### src/rtl/fetch_pkg.sv
// Shared types and constants for the instruction fetch front end.
package fetch_pkg;

  typedef enum logic [1:0] {
    REQ  = 2'd0,
    WAIT = 2'd1,
    HOLD = 2'd2
  } fetch_state_e;

  localparam int unsigned INSTR_BYTES      = 32'd4;
  localparam logic [63:0] RESET_PC_DEFAULT = 64'h0;

endpackage

### src/rtl/fetch_pc_unit_if.sv
// Instruction-memory and decode handshakes of the fetch unit, bundled as one interface.
interface fetch_pc_unit_if #(
  parameter int ADDR_W  = 64,
  parameter int INSTR_W = 32
) ();

  logic               IMemReqValid;
  logic               IMemReqReady;
  logic [ADDR_W-1:0]  IMemReqAddr;
  logic               IMemRspValid;
  logic [INSTR_W-1:0] IMemRspData;
  logic               InstrValid;
  logic               InstrReady;
  logic [INSTR_W-1:0] Instruction;
  logic [ADDR_W-1:0]  InstrPC;

  modport master (
    output IMemReqValid, IMemReqAddr, InstrValid, Instruction, InstrPC,
    input  IMemReqReady, IMemRspValid, IMemRspData, InstrReady
  );

  modport slave (
    input  IMemReqValid, IMemReqAddr, InstrValid, Instruction, InstrPC,
    output IMemReqReady, IMemRspValid, IMemRspData, InstrReady
  );

endinterface

### src/rtl/fetch_pc_unit_pc_register.sv
// Architectural PC register: sequential advance or word-aligned redirect load.
module pc_register
  import fetch_pkg::*;
#(
  parameter int                ADDR_W   = 64,
  parameter logic [ADDR_W-1:0] RESET_PC = ADDR_W'(RESET_PC_DEFAULT)
) (
  input  logic              CLK,
  input  logic              ResetL,
  input  logic              load_seq,
  input  logic              load_redir,
  input  logic [ADDR_W-1:0] redir_pc,
  output logic [ADDR_W-1:0] pc
);

  logic [ADDR_W-1:0] pc_d;
  logic [ADDR_W-1:0] pc_q;

  // Redirect wins over the sequential increment; the increment wraps naturally.
  always_comb begin
    pc_d = pc_q;
    if (load_redir) begin
      pc_d = {redir_pc[ADDR_W-1:2], 2'b00};
    end else if (load_seq) begin
      pc_d = pc_q + ADDR_W'(INSTR_BYTES);
    end else begin
      pc_d = pc_q;
    end
  end

  // PC state register.
  always_ff @(posedge CLK or negedge ResetL) begin
    if (!ResetL) begin
      pc_q <= RESET_PC;
    end else begin
      pc_q <= pc_d;
    end
  end

  assign pc = pc_q;

endmodule

### src/rtl/fetch_pc_unit.sv
// Fetch front end: one outstanding I-mem read, wrong-path squash, and a held output for decode.
module fetch_pc_unit
  import fetch_pkg::*;
#(
  parameter int                ADDR_W   = 64,
  parameter int                INSTR_W  = 32,
  parameter logic [ADDR_W-1:0] RESET_PC = ADDR_W'(RESET_PC_DEFAULT)
) (
  input  logic              CLK,
  input  logic              ResetL,
  input  logic              Redirect,
  input  logic [ADDR_W-1:0] RedirectPC,
  fetch_pc_unit_if.master   bus
);

  fetch_state_e       state_d, state_q;
  logic               discard_d, discard_q;
  logic [ADDR_W-1:0]  inflight_pc_d, inflight_pc_q;
  logic [ADDR_W-1:0]  instr_pc_d, instr_pc_q;
  logic [INSTR_W-1:0] instr_d, instr_q;
  logic               load_seq_s;
  logic [ADDR_W-1:0]  pc_s;

  pc_register #(
    .ADDR_W   (ADDR_W),
    .RESET_PC (RESET_PC)
  ) u_pc (
    .CLK        (CLK),
    .ResetL     (ResetL),
    .load_seq   (load_seq_s),
    .load_redir (Redirect),
    .redir_pc   (RedirectPC),
    .pc         (pc_s)
  );

  // Next-state: a redirect accepted alongside a request marks that request wrong-path.
  always_comb begin
    state_d       = state_q;
    discard_d     = discard_q;
    inflight_pc_d = inflight_pc_q;
    instr_d       = instr_q;
    instr_pc_d    = instr_pc_q;
    load_seq_s    = 1'b0;
    case (state_q)
      REQ: begin
        if (bus.IMemReqReady) begin
          state_d       = WAIT;
          inflight_pc_d = pc_s;
          if (Redirect) begin
            discard_d = 1'b1;
          end else begin
            load_seq_s = 1'b1;
          end
        end else begin
          state_d = REQ;
        end
      end
      WAIT: begin
        if (bus.IMemRspValid) begin
          discard_d = 1'b0;
          if (!Redirect && !discard_q) begin
            state_d    = HOLD;
            instr_d    = bus.IMemRspData;
            instr_pc_d = inflight_pc_q;
          end else begin
            state_d = REQ;
          end
        end else if (Redirect) begin
          discard_d = 1'b1;
        end else begin
          state_d = WAIT;
        end
      end
      HOLD: begin
        if (Redirect || bus.InstrReady) begin
          state_d = REQ;
        end else begin
          state_d = HOLD;
        end
      end
      default: begin
        state_d   = REQ;
        discard_d = 1'b0;
      end
    endcase
  end

  // FSM, discard flag, in-flight PC and decode output register.
  always_ff @(posedge CLK or negedge ResetL) begin
    if (!ResetL) begin
      state_q       <= REQ;
      discard_q     <= 1'b0;
      inflight_pc_q <= '0;
      instr_q       <= '0;
      instr_pc_q    <= '0;
    end else begin
      state_q       <= state_d;
      discard_q     <= discard_d;
      inflight_pc_q <= inflight_pc_d;
      instr_q       <= instr_d;
      instr_pc_q    <= instr_pc_d;
    end
  end

  assign bus.IMemReqValid = (state_q == REQ);
  assign bus.IMemReqAddr  = pc_s;
  assign bus.InstrValid   = (state_q == HOLD);
  assign bus.Instruction  = instr_q;
  assign bus.InstrPC      = instr_pc_q;

endmodule

### src/flat_wrapper.sv
// flat-port wrapper written by rule: the top's interface ports become plain ports
module fetch_pc_unit_flat import fetch_pkg::*;
#(
  parameter int                ADDR_W   = 64,
  parameter int                INSTR_W  = 32,
  parameter logic [ADDR_W-1:0] RESET_PC = ADDR_W'(RESET_PC_DEFAULT)
)
  (CLK, ResetL, Redirect, RedirectPC, bus_IMemReqValid, bus_IMemReqAddr, bus_InstrValid, bus_Instruction, bus_InstrPC, bus_IMemReqReady, bus_IMemRspValid, bus_IMemRspData, bus_InstrReady);
  fetch_pc_unit_if #(.ADDR_W(ADDR_W), .INSTR_W(INSTR_W)) bus_i ();
  input  logic CLK;
  input  logic ResetL;
  input  logic Redirect;
  input  logic [ADDR_W-1:0] RedirectPC;
  output wire logic [$bits(bus_i.IMemReqValid)-1:0] bus_IMemReqValid;
  output wire logic [$bits(bus_i.IMemReqAddr)-1:0] bus_IMemReqAddr;
  output wire logic [$bits(bus_i.InstrValid)-1:0] bus_InstrValid;
  output wire logic [$bits(bus_i.Instruction)-1:0] bus_Instruction;
  output wire logic [$bits(bus_i.InstrPC)-1:0] bus_InstrPC;
  input wire logic [$bits(bus_i.IMemReqReady)-1:0] bus_IMemReqReady;
  input wire logic [$bits(bus_i.IMemRspValid)-1:0] bus_IMemRspValid;
  input wire logic [$bits(bus_i.IMemRspData)-1:0] bus_IMemRspData;
  input wire logic [$bits(bus_i.InstrReady)-1:0] bus_InstrReady;
  assign bus_IMemReqValid = bus_i.IMemReqValid;
  assign bus_IMemReqAddr = bus_i.IMemReqAddr;
  assign bus_InstrValid = bus_i.InstrValid;
  assign bus_Instruction = bus_i.Instruction;
  assign bus_InstrPC = bus_i.InstrPC;
  assign bus_i.IMemReqReady = bus_IMemReqReady;
  assign bus_i.IMemRspValid = bus_IMemRspValid;
  assign bus_i.IMemRspData = bus_IMemRspData;
  assign bus_i.InstrReady = bus_InstrReady;
  fetch_pc_unit #(.ADDR_W(ADDR_W), .INSTR_W(INSTR_W), .RESET_PC(RESET_PC)) u_core (.CLK(CLK), .ResetL(ResetL), .Redirect(Redirect), .RedirectPC(RedirectPC), .bus(bus_i));
endmodule
### config.mk
export PLATFORM = sky130hd
export DESIGN_NAME = fetch_pc_unit_flat
export DESIGN_NICKNAME = d
export VERILOG_FILES = /design/src/rtl/fetch_pkg.sv /design/src/rtl/fetch_pc_unit_if.sv /design/src/rtl/fetch_pc_unit_pc_register.sv /design/src/rtl/fetch_pc_unit.sv /design/src/flat_wrapper.sv
export SDC_FILE = /design/constraint.sdc
export NUM_CORES = 1
export LEC_CHECK = 0
export ABC_CLOCK_PERIOD_IN_PS = 2500
export BUFFER_PORTS_ARGS = -buffer_cell sky130_fd_sc_hd__buf_2
export CORE_MARGIN = 5
export CORE_UTILIZATION = 49
export CTS_BUF_LIST = sky130_fd_sc_hd__clkbuf_4
export DETAILED_ROUTE_END_ITERATION = 10
export PLACE_DENSITY = 0.75
export SLEW_MARGIN = 20
export SYNTH_ARGS = -nofsm -noshare
export SYNTH_HDL_FRONTEND = slang
export SYNTH_SLANG_ARGS = --single-unit
### constraint.sdc
create_clock -name CLK -period 2.5 [get_ports CLK]
set_clock_uncertainty 0.2 [all_clocks]
set_input_delay 0.5 -clock CLK [delete_from_list [all_inputs] [get_ports CLK]]
set_output_delay 0.5 -clock CLK [all_outputs]
set_load 0.03 [all_outputs]
=== After elaboration in Yosys (flattened, before gate mapping) ===
Cells that the tools add are included.

* Add/sub/neg operators: 1
* Multiply operators: 0
* Divide/modulo/power cells: 0
* $lt $le $gt $ge: 0
* Equality and inequality tests: 4
* Shifts and indexed selects: 0
* Muxes and demuxes: 15
* Bitwise logic cells: 1
* Reduce and logical (&&, ||, !) cells: 9

{| class="wikitable"
|+ Operators by type and width
! kind !! count
|-
| $mux W64 || 2
|-
| $add A64 B3 Y64 const B || 1
|-
| $mux W2 || 4
|-
| $mux W1 || 7
|-
| $pmux W2 S3 || 1
|-
| $reduce_and A2 Y1 || 2
|-
| $ne A3 B3 Y1 const B || 1
|-
| $pmux W1 S3 || 1
|-
| $reduce_and A3 Y1 || 1
|-
| $eq A2 B1 Y1 const B || 1
|-
| $eq A2 B2 Y1 const B || 1
|-
| $logic_not A1 Y1 || 2
|-
| $logic_not A2 Y1 || 1
|-
| $ne A2 B1 Y1 const B || 1
|-
| $reduce_bool A2 Y1 || 1
|-
| $logic_and A1 B1 Y1 || 1
|-
| $logic_or A1 B1 Y1 || 1
|-
| $not A1 Y1 || 1
|}

* Bits in registers: 227
* Latch bits: 0
* Bits in writable memories: 0
* ROM bits: 0
* Input port bits: 102
* Output and inout bits: 162
* Word-level logic and storage cells: 36
* Memories: 0

=== Logic depth before layout (Yosys ltp) ===
* Depth after elaboration: 5
* Gate-level depth with buffers: 7
* Mapped depth without buffers: 6

=== By module ===
A second synthesis with hierarchy kept.

* Cells, all modules: 785
* Area, all modules: 9,938.3 um2

{| class="wikitable"
|+ By module, submodules not included
! module !! times used !! cells each !! area each (um2) !! seq. area each (um2)
|-
| fetch_pc_unit || 1 || 356 || 6,226.0 || 4,078.9
|-
| pc_register || 1 || 429 || 3,712.3 || 1,551.5
|}

=== Least setup slack after synthesis ===
No wires, ideal clock.

* Kind: input-to-reg
* Start: in bus_IMemReqReady
* End: reg u_core.u_pc.pc_q[45] (netlist: u_core.u_pc.pc[45])
* Setup time: 124 ps
* Arrival: 2,506 ps
* Required time: 2,176 ps
* Slack: -330 ps
* Stages: 7
* Buffers on the path: 2
* Path through: or3b_4 or3_1 clkbuf_1 or4_1 buf_2 o31a_1 o31a_1

* Word-level cells in the longest chain between the ends: 3

{| class="wikitable"
|+ Ends and longest elaborated chain
! element !! RTL line !! text
|-
| start: declaration || flat_wrapper.sv:19 || <nowiki>input wire logic [$bits(bus_i.IMemReqReady)-1:0] bus_IMemReqReady;</nowiki>
|-
| $mux W1 || fetch_pc_unit.sv:46 || <nowiki>if (bus.IMemReqReady) begin</nowiki>
|-
| $mux W1 || fetch_pc_unit.sv:44 || <nowiki>case (state_q)</nowiki>
|-
| $reduce_bool A2 Y1 (no source line) || n/a ||
|-
| end signal: assignment || fetch_pc_unit_pc_register.sv:36 || <nowiki>pc_q <= pc_d;</nowiki>
|-
| end: declaration || fetch_pc_unit_pc_register.sv:17 || <nowiki>logic [ADDR_W-1:0] pc_q;</nowiki>
|}

No other way between the ends.
A chain may end at the register's enable or synchronous reset.

=== Worst setup path in the final report ===
* Start: reg u_core.u_pc.pc_q[21] (netlist: u_core.u_pc.pc[21])
* End: reg u_core.u_pc.pc_q[59] (netlist: u_core.u_pc.pc[59])

* Word-level cells in the longest chain between the ends: 3

{| class="wikitable"
|+ Ends and longest elaborated chain
! element !! RTL line !! text
|-
| $add A64 B3 Y64 || fetch_pc_unit_pc_register.sv:25 || <nowiki>pc_d = pc_q + ADDR_W'(INSTR_BYTES);</nowiki>
|-
| $mux W64 || fetch_pc_unit_pc_register.sv:24 || <nowiki>end else if (load_seq) begin</nowiki>
|-
| $mux W64 || fetch_pc_unit_pc_register.sv:22 || <nowiki>if (load_redir) begin</nowiki>
|}

No other way between the ends. The select of a mux whose other input is x is not followed.

==> run_results.csv <==
group,metric,value,unit
layout,finish.net_count,1481,
clocking,htree_levels,2,
layout,post_route_cells_drive_above_1_share,40.6,%
hold_path,hp_start,"bus_IMemRspValid",
logic_synthesis,post_synth_cell_types,41,
sta,finalSetupViolations,2,
placement,detailed_place_hpwl,19200,um
logic_synthesis,synth_edf_count,0,
worst_setup_path,crit_path_max_fanout,4,
worst_setup_path,worst-endpoint-arrival,2920,ps
clocking,number_of_sinks_handled_by_clock_tree_synthesis,221,
sta,final_hold_viol_count,0,
placement,dpl-instance-area,0.0119,mm^2
sta,postLayoutSetupSlackWorst,-51.2,ps
sta,min_period,2550,ps
worst_setup_path,critical_path.n_buffers_inverters,1,
layout,commonest_cells_after_routing_fill_and_taps_aside,"buf_2 (255), nand2_1 (237), dfrtp_1 (205)",
clocking,max-clock-path-buffers,3,
drt,post_drt_via_cell_ratio,5.24,
die,fp.dieArea,0.0227,mm^2
clocking,clock_latency_of_the_later_clocked_register_in_the_worst_skew_pair,680,ps
worst_setup_path,worstPathCellList,"nand4_1, or4_4, buf_6, nor4_4, or3b_4, a31oi_1",
grt,grt_pass1_wl,46200,um
drt,firstDrtPassIters,5,
worst_setup_path,critPathCaptureType,"register",
clocking,root_buffer,"clkbuf_4",
logic_synthesis,fraction_of_the_yosys_area_taken_by_sequential_cells,57.0,%
drt,detail-route-antenna-nets,0,
grt,grt_overflow_total,0,
layout,final_area,0.0138,mm^2
grt,globalRouteTotalUtil,25.5,%
logic_synthesis,ys_dominant_reg_cell,"dfrtp_1",
die,core_region_area,0.0195,mm^2
worst_setup_path,crit_path_category,"register to register",
placement,routabilityCongestion,0.844,
sta,fin_setup_tns,-60.6,ps
status,run_status,"complete, but fails checks",
sta,slew_at_the_pin_closest_to_its_max_slew_limit,727,ps
logic_synthesis,yosys_register_bits,221,
placement,numPortBuffers,257,
worst_setup_path,critPathLaunchType,"register",
clocking,tritoncts,"done",
drt,drc_marker_count_from_the_first_detailed_route_iteration,536,
logic_synthesis,postSynthAreaPerCell,10.5,um^2
drt,postRouteWirelength,29300,um
sta,max_clock_freq,392,MHz
logic_synthesis,synthCells,925,
hold_path,worst_hold_path_type,"primary input to register",
clocking,cts.reportedPaths.clkPinSlew,70,ps
worst_setup_path,critPathTopFamily,"simple AND/OR/NAND/NOR gates",
grt,grt_max_degree,69,
die,floorplan.initialDensity,49.8,%
die,die_h,151,um
layout,area_overhead_vs_synth,42.0,%
logic_synthesis,ys_warn_count,0,
layout,leading_cell_type_in_the_layout_fill_and_taps_excluded,"buf_2",
sta,setup_repair_after_global_routing_missed_its_margin,"true",
drt,vias,8836,
clocking,numCtsBuffers,58,
sta,max_slew_margin,51.5,%
die,fp-row-count,51,
sta,timing.final.max_slew_violations,0,
drt,detail_route.wl_per_cell,17.4,um
worst_setup_path,critical_path.max_stage_delay,630,ps
flow_run,maxCapViolations,0,
worst_setup_path,cp_data_required_time,2870,ps
power_and_ir_drop,worst_ir_drop_vdd,0.662,mV
grt,grt_pass1_vias,9023,
power_and_ir_drop,total_power,12900,uW
drt,drcViolationCount,0,
die,floorplan_die_width,151,um
sta,final.period_utilization,102,%
worst_setup_path,timing.critical_path.slowest_stage_cell,"or4_4",
status,violated_checks,"negative setup slack",
logic_synthesis,syn-cell-area,0.00970,mm^2
die,io-pin-count,264,
power_and_ir_drop,p_per_area,940,mW/mm^2
worst_setup_path,crit-reg2reg-launch,"u_core.u_pc.pc[21]$_DFFE_PN0N_",
grt,grt_antenna_before_repair,1,
worst_setup_path,crit_start,"u_core.u_pc.pc[21]$_DFFE_PN0N_",
power_and_ir_drop,p_leak,0.00666,uW
logic_synthesis,async_set_reset_flop_share_out_of_synthesis,100,%
## worst paths after layout
path                                                          endpoint  slack [ps]  depth (start not counted)
worst min register to register    u_core.inflight_pc_q[12]$_DFFE_PN0P_         270                          2
worst max register to register          u_core.u_pc.pc[59]$_DFFE_PN0N_         -50                          6
worst max-delay path                    u_core.u_pc.pc[59]$_DFFE_PN0N_         -50                          6
worst min-delay path                     u_core.state_q[0]$_DFFE_PN0P_          40                          4
max in group asynchronous           u_core.bus.InstrPC[19]$_DFFE_PN0P_        1310                          3
min in group asynchronous       u_core.bus.Instruction[13]$_DFFE_PN0P_         130                          2
## metal layers
layer  track usage (%)  share of wire, %
met1              32.6                41
met2              42.5                49
met3              5.99               7.7
met4              9.43               2.2
met5                 0                 0
## registers in the layout, summed over array words and instances (netlist names)
register	cells
u_core.state_q	2
u_core.bus.Instruction	32
u_core.discard_q	1
u_core.bus.InstrPC	62
u_core.inflight_pc_q	62
u_core.u_pc.pc	62
## per-stage QoR
stage,instances,utilization (%),setup WS [ps],hold WS (ps)
3_5_place_dp,1483,61.2,-204,251
4_1_cts,1685,70.4,-27.8,8.84
5_1_grt,1686,70.8,-80.3,55.3
3_3_place_gp,1483,61.2,-156,249
2_1_floorplan,928,-,-132,4.41
6_report,1686,70.8,-51.2,40.1
## tightest hold or removal path, delay by kind of cell
family / cells / cell delay [ps]
buffers and inverters: 2 / 190
multiplexers: 1 / 80
AND/OR/NAND/NOR: 1 / 100
## synth_stat cells, drive strengths merged, types with 3 or more instances
cell	instances	area, um^2
nand2	237	890
dfrtp	221	5530
mux2	95	1070
o21ai	61	305
clkbuf	47	176
xnor2	36	315
nand3	27	135
nor2	24	90.1
nor4	20	125
nand4	19	119
inv	15	56.3
or4	15	113
nor3	13	65.1
or3	11	68.8
and4	10	87.6
a31oi	9	56.3
buf	9	51.3
nor2b	9	56.3
mux2i	7	70.1
a22oi	6	45.0
xor2	6	52.6
and3	5	31.3
and2	3	18.8
## cell families after synthesis
family,share of synthesized area [%]
AOI/OAI and AO/OA,4.99
xor gates and xnor gates,3.79
adders and majority gates,0.129
buffers and inverters,2.93
DFF,57.0
muxes,11.7
other,0.0387
and+or+nand+nor,19.4
## where the power goes
group / total (uW) / switching (uW) / leakage (uW) / internal (uW)
logic: 4500 / 2890 / 0.00351 / 1610
registers: 5200 / 558 / 0.00269 / 4640
clock network: 3250 / 1470 / 0.000455 / 1770
total: 12900 / 4920 / 0.00666 / 8030
## area by class of cell
cell class | count | area [um^2]
antenna | 1 | 2.50
clock buffer | 86 | 646
clock inverter | 16 | 118
fill | 1390 | 5690
inverter | 15 | 56.3
multi-input combinational | 636 | 4030
sequential | 221 | 5550
tap | 265 | 332
timing repair buffer | 446 | 3040
## repair_timing
action	4_1_cts	5_1_grt
gates resized for setup	9	12
setup endpoints to repair	17	21
gates cloned	0	0
hold buffers	96	0
hold endpoints to repair	316	0
pin swaps	3	13
setup buffers	4	1
Power figures use the tool's default switching activity.
